--- config.mk ---
export PLATFORM = sky130hd
export DESIGN_NAME = mac_tx_arbiter
export DESIGN_NICKNAME = d
export VERILOG_FILES = /design/src/rtl/mac_pkg.sv /design/src/rtl/mac_tx_arbiter_rr.sv /design/src/rtl/mac_tx_arbiter.sv
export SDC_FILE = /design/constraint.sdc
export NUM_CORES = 1
export LEC_CHECK = 0
export ABC_AREA = 1
export CAP_MARGIN = 40
export CORE_MARGIN = 2
export CORE_UTILIZATION = 50
export CTS_CLUSTER_SIZE = 14
export DETAILED_ROUTE_END_ITERATION = 7
export GPL_TIMING_DRIVEN = 0
export PLACE_DENSITY = 0.79
export SLEW_MARGIN = 20
export SYNTH_ARGS = -nofsm -noshare
export SYNTH_HDL_FRONTEND = slang
export SYNTH_SLANG_ARGS = --single-unit
--- constraint.sdc ---
create_clock -name in_txc -period 3.2 [get_ports in_txc]
set_input_delay 0.64 -clock in_txc [delete_from_list [all_inputs] [get_ports in_txc]]
set_output_delay 0.64 -clock in_txc [all_outputs]
set_load 0.01 [all_outputs]
--- src/rtl/mac_pkg.sv ---
// Shared types and Ethernet constants for the MAC transmit side.
package mac_pkg;

   localparam int BYTE_W        = 8;
   localparam int ETH_IFG_BYTES = 12;
   localparam int ETH_MAX_FRAME = 1514;

   typedef enum logic [1:0] {
      ST_IDLE  = 2'd0,
      ST_GRANT = 2'd1,
      ST_XFER  = 2'd2,
      ST_IFG   = 2'd3
   } arb_state_t;

endpackage

--- src/rtl/mac_tx_arbiter_rr.sv ---
// Combinational round-robin picker: first set request at or after the pointer,
// wrapping from NUM_REQ-1 back to 0 by explicit compare.
module rr_arbiter
#(
   parameter int NUM_REQ = 4,
   parameter int PTR_W   = $clog2(NUM_REQ)
) (
   input  logic [NUM_REQ-1:0] i_req,
   input  logic [PTR_W-1:0]   i_ptr,
   output logic [NUM_REQ-1:0] o_onehot,
   output logic [PTR_W-1:0]   o_idx,
   output logic               o_any
);

   logic [PTR_W:0]   w_sum;
   logic [PTR_W-1:0] w_cand;

   // Scan candidates in priority order starting at the pointer; keep the first hit.
   always_comb begin
      o_onehot = '0;
      o_idx    = '0;
      o_any    = 1'b0;
      w_sum    = '0;
      w_cand   = '0;
      for (int k = 0; k < NUM_REQ; k++) begin
         w_sum = {1'b0, i_ptr} + (PTR_W+1)'(k);
         if (w_sum >= (PTR_W+1)'(NUM_REQ)) begin
            w_sum = w_sum - (PTR_W+1)'(NUM_REQ);
         end
         w_cand = w_sum[PTR_W-1:0];
         if (!o_any && i_req[w_cand]) begin
            o_any            = 1'b1;
            o_idx            = w_cand;
            o_onehot[w_cand] = 1'b1;
         end
      end
   end

endmodule

--- src/rtl/mac_tx_arbiter.sv ---
// Shares the mac_tx transmit path between NUM_REQ frame sources: round-robin
// grant, whole-frame byte forwarding with one cycle latency, inter-frame gap,
// and a watchdog that truncates frames longer than MAX_FRAME_BYTES.
module mac_tx_arbiter
   import mac_pkg::*;
#(
   parameter int NUM_REQ         = 4,
   parameter int IFG_CYCLES      = ETH_IFG_BYTES,
   parameter int MAX_FRAME_BYTES = ETH_MAX_FRAME
) (
   input  logic                      in_txc,
   input  logic                      in_rst_n,
   input  logic [NUM_REQ-1:0]        in_req,
   input  logic [NUM_REQ-1:0]        in_txen,
   input  logic [BYTE_W*NUM_REQ-1:0] in_txd,
   input  logic                      in_mac_ready,
   output logic [NUM_REQ-1:0]        out_grant,
   output logic                      out_mac_txen,
   output logic [BYTE_W-1:0]         out_mac_txd,
   output logic                      out_busy,
   output logic                      out_abort
);

   localparam int PTR_W = $clog2(NUM_REQ);
   localparam int CNT_W = $clog2(MAX_FRAME_BYTES + 1);
   localparam int IFG_W = $clog2(IFG_CYCLES + 1);

   localparam logic [CNT_W-1:0] CNT_MAX  = CNT_W'(MAX_FRAME_BYTES);
   localparam logic [IFG_W-1:0] IFG_LAST = IFG_W'(IFG_CYCLES - 1);
   localparam logic [PTR_W-1:0] PTR_LAST = PTR_W'(NUM_REQ - 1);

   arb_state_t         r_state;
   logic [PTR_W-1:0]   r_ptr;
   logic [PTR_W-1:0]   r_win;
   logic [NUM_REQ-1:0] r_grant;
   logic [CNT_W-1:0]   r_byte_cnt;
   logic [IFG_W-1:0]   r_ifg_cnt;
   logic               r_mac_txen;
   logic [BYTE_W-1:0]  r_mac_txd;
   logic               r_abort;

   logic [NUM_REQ-1:0] w_pick_onehot;
   logic [PTR_W-1:0]   w_pick_idx;
   logic               w_pick_any;
   logic               w_txen;
   logic               w_req;
   logic [BYTE_W-1:0]  w_txd;
   logic [PTR_W-1:0]   w_ptr_next;

   rr_arbiter #(
      .NUM_REQ (NUM_REQ),
      .PTR_W   (PTR_W)
   ) u_rr (
      .i_req    (in_req),
      .i_ptr    (r_ptr),
      .o_onehot (w_pick_onehot),
      .o_idx    (w_pick_idx),
      .o_any    (w_pick_any)
   );

   assign w_txen     = in_txen[r_win];
   assign w_req      = in_req[r_win];
   assign w_ptr_next = (r_win == PTR_LAST) ? '0 : r_win + PTR_W'(1);

   // Select the granted requester's byte lane; other lanes never reach the MAC.
   always_comb begin
      w_txd = '0;
      for (int k = 0; k < NUM_REQ; k++) begin
         if (r_win == PTR_W'(k)) begin
            w_txd = in_txd[k*BYTE_W +: BYTE_W];
         end
      end
   end

   // Arbitration FSM with registered grant, datapath, byte/IFG counters and abort pulse.
   always_ff @(posedge in_txc or negedge in_rst_n) begin
      if (!in_rst_n) begin
         r_state    <= ST_IDLE;
         r_ptr      <= '0;
         r_win      <= '0;
         r_grant    <= '0;
         r_byte_cnt <= '0;
         r_ifg_cnt  <= '0;
         r_mac_txen <= 1'b0;
         r_mac_txd  <= '0;
         r_abort    <= 1'b0;
      end else begin
         r_abort <= 1'b0;
         unique case (r_state)
            ST_IDLE: begin
               r_mac_txen <= 1'b0;
               if (in_mac_ready && w_pick_any) begin
                  r_win   <= w_pick_idx;
                  r_grant <= w_pick_onehot;
                  r_state <= ST_GRANT;
               end
            end
            ST_GRANT: begin
               if (w_txen) begin
                  r_mac_txen <= 1'b1;
                  r_mac_txd  <= w_txd;
                  r_byte_cnt <= CNT_W'(1);
                  r_state    <= ST_XFER;
               end else if (!w_req) begin
                  // Requester withdrew before sending: pointer stays put.
                  r_grant <= '0;
                  r_state <= ST_IDLE;
               end
            end
            ST_XFER: begin
               if (w_txen && (r_byte_cnt != CNT_MAX)) begin
                  r_mac_txen <= 1'b1;
                  r_mac_txd  <= w_txd;
                  r_byte_cnt <= r_byte_cnt + CNT_W'(1);
               end else begin
                  // Either a txen gap (normal end) or an oversize byte (abort, byte dropped).
                  r_mac_txen <= 1'b0;
                  r_abort    <= w_txen;
                  r_grant    <= '0;
                  r_ifg_cnt  <= '0;
                  r_ptr      <= w_ptr_next;
                  r_state    <= ST_IFG;
               end
            end
            ST_IFG: begin
               r_mac_txen <= 1'b0;
               if (r_ifg_cnt == IFG_LAST) begin
                  r_state <= ST_IDLE;
               end else begin
                  r_ifg_cnt <= r_ifg_cnt + IFG_W'(1);
               end
            end
            default: r_state <= ST_IDLE;
         endcase
      end
   end

   assign out_grant    = r_grant;
   assign out_mac_txen = r_mac_txen;
   assign out_mac_txd  = r_mac_txd;
   assign out_busy     = (r_state != ST_IDLE);
   assign out_abort    = r_abort;

endmodule

### Yosys cells after proc, flatten, opt, wreduce, memory -nomap -nowiden

Index checks and enable logic that the tools add are counted.

* flip-flop bits (word level): 35
* logic and storage cells: 143
* output and inout bits: 15

* magnitude comparators: 13
* bitwise gates (word level): 4
* reduce and logical (&&, ||, !) cells: 25
* $add $sub $neg: 10
* mux-type cells: 65
* eq/ne operators: 17

Operators by type and width (number)
* 8-bit two-way mux: 6
* 4-bit two-way mux: 9
* 2-bit two-way mux: 14
* 11-bit two-way mux: 2
* 11-bit one-hot mux with 2 select lines: 1
* 1-bit two-way mux: 18
* 2-bit != test (second input constant): 8
* 8-bit one-hot mux with 2 select lines: 1
* 2-bit by 3-bit less-than comparator with 1-bit output (second input constant): 5
* 1-bit binary-select mux with 2-bit select: 6
* 4-bit OR: 3
* 4-bit one-hot mux with 3 select lines: 1
* 11-bit by 1-bit adder with 11-bit output (second input constant): 1
* 11-bit != test (second input constant): 1
* 3-bit greater-or-equal comparator (second input constant): 3
* 1-bit logical AND: 9
* 1-bit demux with 2-bit select: 4
* 2-bit equality test (second input constant): 4
* 2-bit by 1-bit greater-or-equal comparator with 1-bit output (second input constant): 4
* 2-bit one-hot mux with 4 select lines: 1
* 4-bit one-hot mux with 2 select lines: 1
* 2-bit by 1-bit subtractor with 2-bit output (second input constant): 4
* 2-bit by 2-bit adder with 3-bit output (second input constant): 2
* 3-bit AND reduction: 2
* 17 further kinds: 24

### Logic depth before layout (Yosys ltp)

* depth after elaboration: 17
* gate-level depth with buffers: 12
* mapped depth without buffers: 12

### By module

A second synthesis with hierarchy kept.

* cell total of the unflattened synthesis: 410
* area total of the unflattened synthesis: 2770.2 µm²

Modules (own cells, without submodules)
* mac_tx_arbiter: times used 1, area an instance 2329.7 µm², cells each 336, sequential area each 875.8 µm²
* rr_arbiter: times used 1, area an instance 440.4 µm², cells each 74, sequential area each 0.0 µm²

### Worst setup path before layout

OpenSTA, ideal clock, no wires.

* path type: flip-flop to flip-flop
* from: reg r_ptr[1]
* to: reg r_grant[0], in the netlist out_grant[0]
* data arrival time: 1.703 ns
* setup time: 0.122 ns
* period minus slack after synthesis: 1.825 ns
* stages on the path, launching flop included: 12
* buffers on the path: 0
* path slack: 1.375 ns
* cells stage by stage: dfrtp_1 > inv_1 > ha_1 > inv_1 > nand2_1 > nand2_1 > nor2_4 > nand3_2 > nand2_2 > nand2_4 > nand2_4 > o21ai_1

* cells in the longest elaborated chain, start to end: 17
* elaborated cells between the ends (all ways): 65
* classes of those cells: add/sub (7); order compare (12); eq/ne (1); mux (30); bitwise (3); reduce/logical (12)

Ends and longest elaborated chain
* from (decl): line mac_tx_arbiter.sv:33 `logic [PTR_W-1:0] r_ptr;`
* from (signal assigned): line mac_tx_arbiter.sv:121 `r_ptr <= w_ptr_next;`
* parallel branches: the longest is 17 deep, another holds 2-bit by 1-bit adder with 3-bit output
* to (signal assigned): line mac_tx_arbiter.sv:94 `r_grant <= w_pick_onehot;`
* to (decl): line mac_tx_arbiter.sv:35 `logic [NUM_REQ-1:0] r_grant;`

Several ways; the timed one is not identified. The select of a mux whose other input is x is not followed.
A chain may end at the register's enable or synchronous reset.

### Final worst setup path

* from: reg r_state[0]
* to: out out_busy

* cells in the longest elaborated chain, start to end: 1

Ends and longest elaborated chain
* from (decl): line mac_tx_arbiter.sv:32 `arb_state_t r_state;`
* from (signal assigned): line mac_tx_arbiter.sv:78 `r_state <= ST_IDLE;`
* from (signal assigned): line mac_tx_arbiter.sv:95 `r_state <= ST_GRANT;`
* from (signal assigned): line mac_tx_arbiter.sv:103 `r_state <= ST_XFER;`
* 2-bit nonzero test: line mac_tx_arbiter.sv:141 `assign out_busy = (r_state != ST_IDLE);`
* to (decl): line mac_tx_arbiter.sv:20 `output logic out_busy,`

No other way between the ends.

==> impl_metrics.env <==
export IMPL_drc=0
export IMPL_whs_ns=0.281
export IMPL_dieArea_um2=5890
export IMPL_cts_path_max_buffers=2
export IMPL_min_period_ns=2.44
export IMPL_synthAdderAreaFrac_pct=9.46
export IMPL_fin_cells=471
export IMPL_numCtsBuffers=5
export IMPL_synth_seq_cells=35
export IMPL_routabilityCongestion=0.883
export IMPL_cts_resized=0
export IMPL_hold_path_class="input port to asynchronous set/reset pin"
export IMPL_clk_latency_ns=0.28
export IMPL_postCtsHoldBufs=0
export IMPL_worstSetupEndpointType="output pin"
export IMPL_firstDrtPassIters=4
export IMPL_critical_path_required_ns=2.56
export IMPL_synth_top_family_by_area="simple AND/OR/NAND/NOR gates"
export IMPL_period_share_pct=76.3
export IMPL_arrival_ns=1.80
export IMPL_synth_cells=335
export IMPL_slew_viol_final=0
export IMPL_cts_setup_buffers=0
export IMPL_finalSetupTns_ns=0
export IMPL_crit_fanout=7
export IMPL_wl_um=6070
export IMPL_setup_viol=0
export IMPL_gr_total_overflow=0
export IMPL_io_buffers=57
export IMPL_grt_max_degree=20
export IMPL_clock_skew_ns=0.00239
export IMPL_final_nets=463
export IMPL_cap_violations=0
export IMPL_synth_simple_area_share_pct=30.5
export IMPL_io_pins=58
export IMPL_ir_drop_mv=0.645
export IMPL_grt_pass1_wl_um=10700
export IMPL_dp_cells=463
export IMPL_syn_num_nets=398
export IMPL_drt_initial_drc_count=111
export IMPL_ys_warn_count=0
export IMPL_grt_use_total_pct=21.5
export IMPL_ys_seq_area_share_pct=33.1
export IMPL_wire_per_inst_um=12.9
export IMPL_clk_pin_slew_ns=0.07
export IMPL_fmax_mhz=410
export IMPL_vias=2430
export IMPL_relSlewSlack_pct=60.7
export IMPL_power_density_nw_per_um2=818
export IMPL_detail_route_antenna_nets=0
export IMPL_drive_gt1_share_pct=11.2
export IMPL_synth_cell_types=34
export IMPL_rsz0062_at_grt="no"
export IMPL_first_global_vias=2363
export IMPL_hold_viol_final=0
export IMPL_root_buffer="clkbuf_8"
export IMPL_synth_compound_area_share_pct=14.3
export IMPL_synth_xor_area_share_pct=3.31
export IMPL_synth_mux_area_share_pct=3.03
export IMPL_final_design_area_no_fill_um2=3410
export IMPL_pre_cts_slack_ns=0.911
export IMPL_dpl_hpwl_um=4710
export IMPL_core_area_um2=5110
export IMPL_p_leak_nw=1.52
export IMPL_cts_sinks=35
export IMPL_antenna_found_initial=0
export IMPL_final_setup_worst_slack_ns=0.760
export IMPL_die_w_um=76.8
export IMPL_cp_start_kind="register"
export IMPL_cts_tree="built"
export IMPL_dpl_cell_area_um2=3330
export IMPL_area_delta_synth_final_pct=28.8
export IMPL_cts_htree_levels=2
export IMPL_worstMarginPinSlew_ns=0.589
export IMPL_synth_avg_cell_area_um2=7.90
export IMPL_status="finished, final reports clean"
export IMPL_viasPerCell=5.16
export IMPL_rows=26
export IMPL_initial_core_util_pct=51.8
export IMPL_dieHeight_um=76.8
export IMPL_antennaDiodeCount=0
export IMPL_worstSetupPathType="register to output pin"
export IMPL_synth_area_um2=2650
-- sequential cells by signal (all words and copies together) (netlist names), named ones only --
register and count:
out_abort 1, out_grant 4, out_mac_txd 8, out_mac_txen 1, r_byte_cnt 11, r_ifg_cnt 4
r_ptr 2, r_state 1, r_win 2
-- cell type report --
class | count | area, µm²
multi-input cells | 264 | 1600
well taps | 70 | 87.6
repair buffers | 58 | 593
clock buffers | 7 | 76.3
fillers | 470 | 1700
inverters | 27 | 101
clock inverters | 1 | 5.00
plain buffers | 9 | 65.1
flip-flops and latches | 35 | 876
-- critical path, cell delays in order (launching register included) --
cell,delay (ns)
dfrtp_1,0.46
inv_1,0.12
ha_1,0.26
inv_1,0.12
clkdlybuf4s50_1,0.55
-- synth_stat cells (all sizes together) --
cell type	number	area share (%)
a22oi	8	2.3
mux2i	8	3.0
nand2	98	16
xor2	7	2.3
buf	6	2.0
nand4	7	1.7
dfrtp	35	33
nor3	2	0.38
nor2	24	4.3
inv	27	3.8
nand3b	1	0.28
o211ai	1	0.28
clkbuf	3	0.43
a21boi	4	1.1
ha	20	9.5
xnor2	3	0.99
a21oi	7	1.3
or2	1	0.24
nand3	32	6.9
o21ai	31	6.0
nor4	1	0.24
o31ai	9	3.3
-- power breakdown --
part	internal, mW	switching (mW)
Combinational	0.698	1.08
Clock	0.153	0.160
Sequential	0.563	0.136
Total	1.41	1.37
-- kinds of logic (layout without fill, tap and decap cells) --
logic type                 after synthesis  count (layout)
and+or+nand+nor                        166             166
xor gates and xnor gates                10              10
DFF                                     35              35
muxes                                    8               8
AOI/OAI and AO/OA                       60              60
adders and majority gates               20              20
buffers and inverters                   36             102
-- routing by layer --
metal / up-vias / share of wire (%) / track usage, %
met1: 1118 / 47 / 29.7
met3: 4 / 3.8 / 3.18
met2: 56 / 49 / 35.4
met5: - / 0 / 0
li1: 1252 / - / -
met4: 0 / 0.89 / 5.64
-- layout by cell type (no fill, tap or decap), drive strengths merged, types with 2 or more instances in the layout --
| cell | n |
|---|---|
| nand2 | 98 |
| clkdlybuf4s50 | 56 |
| dfrtp | 35 |
| nand3 | 32 |
| o21ai | 31 |
| inv | 27 |
| nor2 | 24 |
| ha | 20 |
| clkbuf | 10 |
| o31ai | 9 |
| a22oi | 8 |
| mux2i | 8 |
| buf | 8 |
| a21oi | 7 |
| nand4 | 7 |
| xor2 | 7 |
| a21boi | 4 |
| xnor2 | 3 |
| nor3 | 2 |
-- worst paths after layout --
path	cells after the start	endpoint	startpoint	slack (ns)
worst min register to register	2	out_grant[3]	out_grant[3]	0.48
min in group in_txc	2	out_grant[3]	out_grant[3]	0.48
worst max register to register	10	out_grant[2]	r_ptr[1]	0.94
max in group asynchronous	2	out_grant[2]	in_rst_n	2.49
worst min-delay path	1	r_byte_cnt[10]	in_rst_n	0.28
worst max-delay path	4	out_busy	r_state[0]	0.76
-- per-stage QoR --
step | utilization [%] | total power, mW
floorplan | - | 1.95
global placement | 64.7 | 2.41
detailed placement | 65.1 | 2.47
CTS | 66.7 | 2.79
global route | 66.7 | 3.05
finish | 66.7 | 2.79
Note: power is estimated with default switching activity, not from simulation.
